--- config.mk ---
export PLATFORM = sky130hd
export DESIGN_NAME = bool_arbiter
export DESIGN_NICKNAME = d
export VERILOG_FILES = /design/src/rtl/bool_arbiter.sv
export SDC_FILE = /design/constraint.sdc
export NUM_CORES = 1
export LEC_CHECK = 0
export BUFFER_PORTS_ARGS = -buffer_cell sky130_fd_sc_hd__clkbuf_2
export CORE_MARGIN = 2
export CORE_UTILIZATION = 40
export CTS_CLUSTER_SIZE = 30
export DETAILED_ROUTE_END_ITERATION = 7
export MAX_ROUTING_LAYER = met4
export PLACE_DENSITY = 0.76
export RECOVER_POWER = 50
export SLEW_MARGIN = 20
export SYNTH_ARGS = -nofsm -noshare
export SYNTH_HDL_FRONTEND = slang
export SYNTH_SLANG_ARGS = --single-unit
--- constraint.sdc ---
create_clock -name clk -period 7 [get_ports clk]
set_input_delay 1.4 -clock clk [delete_from_list [all_inputs] [get_ports clk]]
set_output_delay 1.4 -clock clk [all_outputs]
set_load 0.1 [all_outputs]
--- src/rtl/bool_arbiter.sv ---
// bool_arbiter: round-robin sharing of one 32-bit boolean unit between two requesters, one-entry result buffer.
// Define BOOL_ARB_OPCHECK_EN to flag unsupported opcodes on res_err (otherwise res_err is tied low).
module bool_arbiter (
    input  logic        clk,
    input  logic        reset_n,
    input  logic        req0_valid,
    output logic        req0_ready,
    input  logic [3:0]  req0_op,
    input  logic [31:0] req0_a,
    input  logic [31:0] req0_b,
    input  logic        req1_valid,
    output logic        req1_ready,
    input  logic [3:0]  req1_op,
    input  logic [31:0] req1_a,
    input  logic [31:0] req1_b,
    output logic        res_valid,
    input  logic        res_ready,
    output logic [31:0] res_data,
    output logic        res_id,
    output logic        res_err,
    output logic [15:0] done_cnt0,
    output logic [15:0] done_cnt1
);
    typedef enum logic {EMPTY, FULL} state_t;
    state_t      state;
    logic        last_grant, grant, can_accept, fire;
    logic [3:0]  op;
    logic [31:0] a, b, result;

    assign can_accept = state == EMPTY || res_ready;
    // With both valid, the requester that did not win last time gets the unit
    assign grant      = (req0_valid && req1_valid) ? ~last_grant : req1_valid;
    assign req0_ready = can_accept && req0_valid && !grant;
    assign req1_ready = can_accept && req1_valid && grant;
    assign fire       = req0_ready || req1_ready;
    assign op         = grant ? req1_op : req0_op;
    assign a          = grant ? req1_a : req0_a;
    assign b          = grant ? req1_b : req0_b;
    assign res_valid  = state == FULL;

    always_comb begin
        result = '0;
        case (op)
            4'b1010: result = a;
            4'b1000: result = a & b;
            4'b0001: result = ~(a | b);
            4'b1110: result = a | b;
            4'b1001: result = ~(a ^ b);
            4'b0110: result = a ^ b;
            default: result = '0;
        endcase
    end

    always_ff @(posedge clk or negedge reset_n) begin
        if (!reset_n) begin
            state      <= EMPTY;
            res_data   <= '0;
            res_id     <= 1'b0;
            last_grant <= 1'b1;
            done_cnt0  <= '0;
            done_cnt1  <= '0;
        end else begin
            if (fire) begin
                state      <= FULL;
                res_data   <= result;
                res_id     <= grant;
                last_grant <= grant;
            end else if (res_ready) begin
                state <= EMPTY;
            end
            if (res_valid && res_ready && !res_id && done_cnt0 != 16'hFFFF)
                done_cnt0 <= done_cnt0 + 16'd1;
            if (res_valid && res_ready && res_id && done_cnt1 != 16'hFFFF)
                done_cnt1 <= done_cnt1 + 16'd1;
        end
    end

`ifdef BOOL_ARB_OPCHECK_EN
    always_ff @(posedge clk or negedge reset_n) begin
        if (!reset_n)
            res_err <= 1'b0;
        else if (fire)
            res_err <= !(op inside {4'b1010, 4'b1000, 4'b0001, 4'b1110, 4'b1001, 4'b0110});
    end
`else
    assign res_err = 1'b0;
`endif
endmodule

[Word-level counts from Yosys, hierarchy flattened]
Cells that the tools add are included.
Widths: inputs -> output; s select.
Word-level totals
  input port bits: 141
  word-level logic and storage cells: 45
  register bits after elaboration: 67
Operators by class
  bitwise operators: 7
  equality and inequality tests: 8
  mux-type cells: 7
  reduce and logical (&&, ||, !) cells: 15
  add/sub/neg operators: 2
Operator list (count)
  $pmux 32 s6: 1
  $mux 32: 2
  $not 32->32: 2
  $add 16x1->16 const B: 2
  $and 32x32->32: 1
  $ne 16x16->1 const B: 2
  $or 32x32->32: 1
  $xor 32x32->32: 1
  $eq 4x4->1 const B: 4
  $logic_and 1x1->1: 10
  $eq 4x1->1 const B: 1
  $eq 4x3->1 const B: 1
  $mux 4: 1
  $mux 1: 3
  $logic_not 1->1: 2
  $logic_or 1x1->1: 2
  $not 1->1: 2
  $reduce_bool 2->1: 1

[Longest topological paths before layout]
  word-level depth: 6
  gate-level depth with buffers: 12
  mapped depth without buffers: 8

[Worst setup path after synthesis]
OpenSTA, ideal clock, no wires.
  path kind: input port to output port
  from: input port req1_valid
  to: output port req0_ready
  stages on the path: 5
  data arrival time: 3.300 ns
  buffers on the path: 3
  data required time: 5.600 ns
  setup slack: 2.300 ns
  cells stage by stage: a21boi_0 clkbuf_8 buf_4 clkbuf_1 nor2_1
Between the ends
  longest elaborated chain between the ends: 4
Ends and longest elaborated chain
  start: declaration: RTL line 11  | input logic req1_valid,
  $logic_and 1x1->1: RTL line 32  | assign grant = (req0_valid && req1_valid) ? ~last_grant : req1_valid;
  $mux 1 *: RTL line 32
  $logic_not 1->1 *: RTL line 33  | assign req0_ready = can_accept && req0_valid && !grant;
  $logic_and 1x1->1 *: RTL line 33
  end: declaration: RTL line 7  | output logic req0_ready,
Mark *: on every way between the ends. The rest lies on a longest branch, timed or not.

==> results.cfg <==
[power]
leakagePower_nw = 4.39
vdd_ir_drop_max_v = 0.000109
p_sw_mw = 0.997
clkPwrFrac_pct = 21.0
cellPowerDensity_mw_per_mm2 = 220
p_comb_share_pct = 53.2
power_frac_seq_pct = 25.8
switching_share_pct = 50.5
power_mw = 1.97
internal_power_mw = 0.977

[layout]
final_nets = 1196
utilization_pct = 48.2
drive_above_1_share_pct = 36.3
synthToLayoutAreaGrowth_pct = 18.5
stdcell_area_sq_mm = 0.00899

[sta]
fin_crit_sh_pct = 63.6
worst_pin_slew_ps = 3740
hold_viol = 0
finalCriticalPeriod_ps = 4450
fmax_mhz = 225
skew_ps = 8.09
rsz0062_at_grt = no
slew_violations = 104
finalSetupTns_ps = 0
finalSetupViolCount = 0
slew_headroom_pct = -149

[yosys]
synth_flop_cell = dfrtp_1
synth_top_area_share_pct = 21.8
ys_top_cells_by_area = dfrtp_1, mux4_2, nand2_1, ha_1, o221ai_2
yosys.area.top_type = dfrtp_1
ys_top_cells_by_count = nand2_1, inv_1, dfrtp_1, ha_1, mux4_2
synth.most_common_cell = nand2_1
synthCells = 834
syn_avg_cell_area_sq_um = 9.09
async_flop_share_pct = 100
yosysUniqueCellTypes = 55
ys_seq_area_share_pct = 22.1
ys_ff_latch = 67
synth_area_sq_mm = 0.00758
synth_fp_nets = 1041
yosys_warnings = 0
synth_edf_count = 0

[hold_path]
min_path_cells = 2
worstHoldStart = res_data[1]
min_path_type = register to register
min_to = res_data[1]

[cts]
path_clk_slew_ps = 50
cts_made_buffers = 9
cts-resized-gates = 0
cts_root_buffer = clkbuf_16
cts_tree = yes
clkSinkCount = 67
htreeDepth = 3
hold_buffers = 0
post-cts-setup-buffers = 0
clkLatencyLatePin_ps = 340
ctsLongestPathBuffers = 2

[floorplanning]
floorplan.initialDensity_pct = 40.7
rows = 50
die_h_microns = 142
ioPinCount = 210
core_sq_mm = 0.0186
die-area_sq_mm = 0.0201
dieWidth_microns = 142

[critical_path]
path_cells = clkbuf_1
reg2reg_from = res_valid
path_max_fanout = 67
crit_buf_inv = 1
crit_family = buffers and inverters
crit_type = primary input to asynchronous set/reset pin
r2r_cells = 4
slowest_delay_ps = 2590
startpoint_type = primary input
required_ps = 6580
rrSetupSlack_ps = 3890
worstSetupEndpointType = asynchronous set/reset pin
cp.arrival_ps = 4030
r2r-end = res_data[0]
worst_path_max_delay_cell = clkbuf_1
path_depth = 1

[routing]
route.final.wire_length_mm = 21.8
routedWlPerCell_microns = 17.7
drt_iter0_drc = 371
via_count = 6863
drc = 0
ant_nets = 0
viasPerCell = 5.58
drt_first_pass_iters = 5

[job]
maxCapViolCount = 2

[outcome]
violations = capacitance limit, slew limit
status = finished, violations left

[global_route]
antenna_found_initial = 1
grt_max_degree = 102
grt_pass1_wl_mm = 35.0
gr-usage-met1_pct = 28.8
grt_pass1_vias = 6830
grt_most_used_layer = met2
use_met3_pct = 2.80
grt_overflow = 0
met2_usage_pct = 37.7
grtUsageTotal_pct = 22.6

[place]
portBuffers = 208
gp_congestion = 0.829
dp_hpwl_mm = 14.2
place_area_sq_mm = 0.00871
## cell usage in the layout, fill, tap and decap left out, drive strengths merged, types with 2 or more instances in the layout
| master | n |
|---|---|
| a211oi | 7 |
| a21boi | 3 |
| a21o | 3 |
| a21oi | 5 |
| and2 | 33 |
| and3 | 4 |
| and4 | 2 |
| buf | 8 |
| clkbuf | 219 |
| clkinv | 3 |
| clkinvlp | 2 |
| dfrtp | 66 |
| ha | 66 |
| inv | 71 |
| mux2 | 3 |
| mux2i | 5 |
| mux4 | 63 |
| nand2 | 236 |
| nand2b | 2 |
| nand3 | 11 |
| nand4 | 7 |
| nand4b | 2 |
| nand4bb | 4 |
| nor2 | 10 |
| nor3 | 12 |
| nor3b | 3 |
| nor4 | 2 |
| o2111ai | 2 |
| o211a | 2 |
| o221ai | 62 |
| o311ai | 2 |
| o31ai | 2 |
| or3 | 32 |
| or4b | 2 |
| xnor2 | 7 |
| xor2 | 19 |
## logic make-up after synthesis
kind of cell,count (synthesis),share of synthesized area [%]
AO/OA/AOI/OAI,95,12.9
XOR/XNOR,26,3.00
adder cells (fa/ha/maj),66,10.9
buffers and inverters,143,7.77
flip-flops,67,22.1
multiplexers,71,20.0
other,1,0.0494
AND/OR/NAND/NOR,365,23.3
## final cells by class
cell class,instances,area (sq um)
Sequential cell,67,1680
Clock buffer,11,233
Multi-Input combinational cell,624,5360
Tap cell,234,293
Fill cell,1777,9660
Antenna cell,1,2.50
Timing Repair Buffer,216,1120
Inverter,71,267
Clock inverter,5,30.0
## registers in the layout (all words and copies together), names as in the netlist
name and flops:
done_cnt0 16, done_cnt1 16, last_grant 1, res_data 32
res_id 1, res_valid 1
## power groups by stage
stage               Clock (mW)  Combinational (mW)  Sequential, mW
global placement             0                1.03           0.513
global route             0.442                1.13           0.518
floorplan                    0               0.431           0.908
detailed placement           0                1.05           0.515
CTS                      0.425                1.06           0.510
finish                   0.415                1.05           0.510
## per-stage QoR
step | setup slack (ps) | instances | hold slack, ps
after floorplan | 2300 | 834 | 510
after global placement | 2480 | 1211 | 473
after detailed placement | 2430 | 1211 | 474
after CTS | 2590 | 1227 | 490
after global routing | 1720 | 1229 | 519
final | 2550 | 1229 | 489
## worst max path at each step
stage	start	end
floorplan	req1_valid	req0_ready
global placement	req1_valid	res_data[5]
detailed placement	req1_valid	res_data[0]
CTS	req1_valid	req1_ready
global route	reset_n	done_cnt1[5]
finish	reset_n	done_cnt1[4]
## routing by layer
layer  up-vias  share of wire [%]
li1       3295                  -
met1      3291                 44
met2       241                 49
met3        36                5.7
met4         0                1.7
met5         -                  0
(Power assumes the default switching activity.)
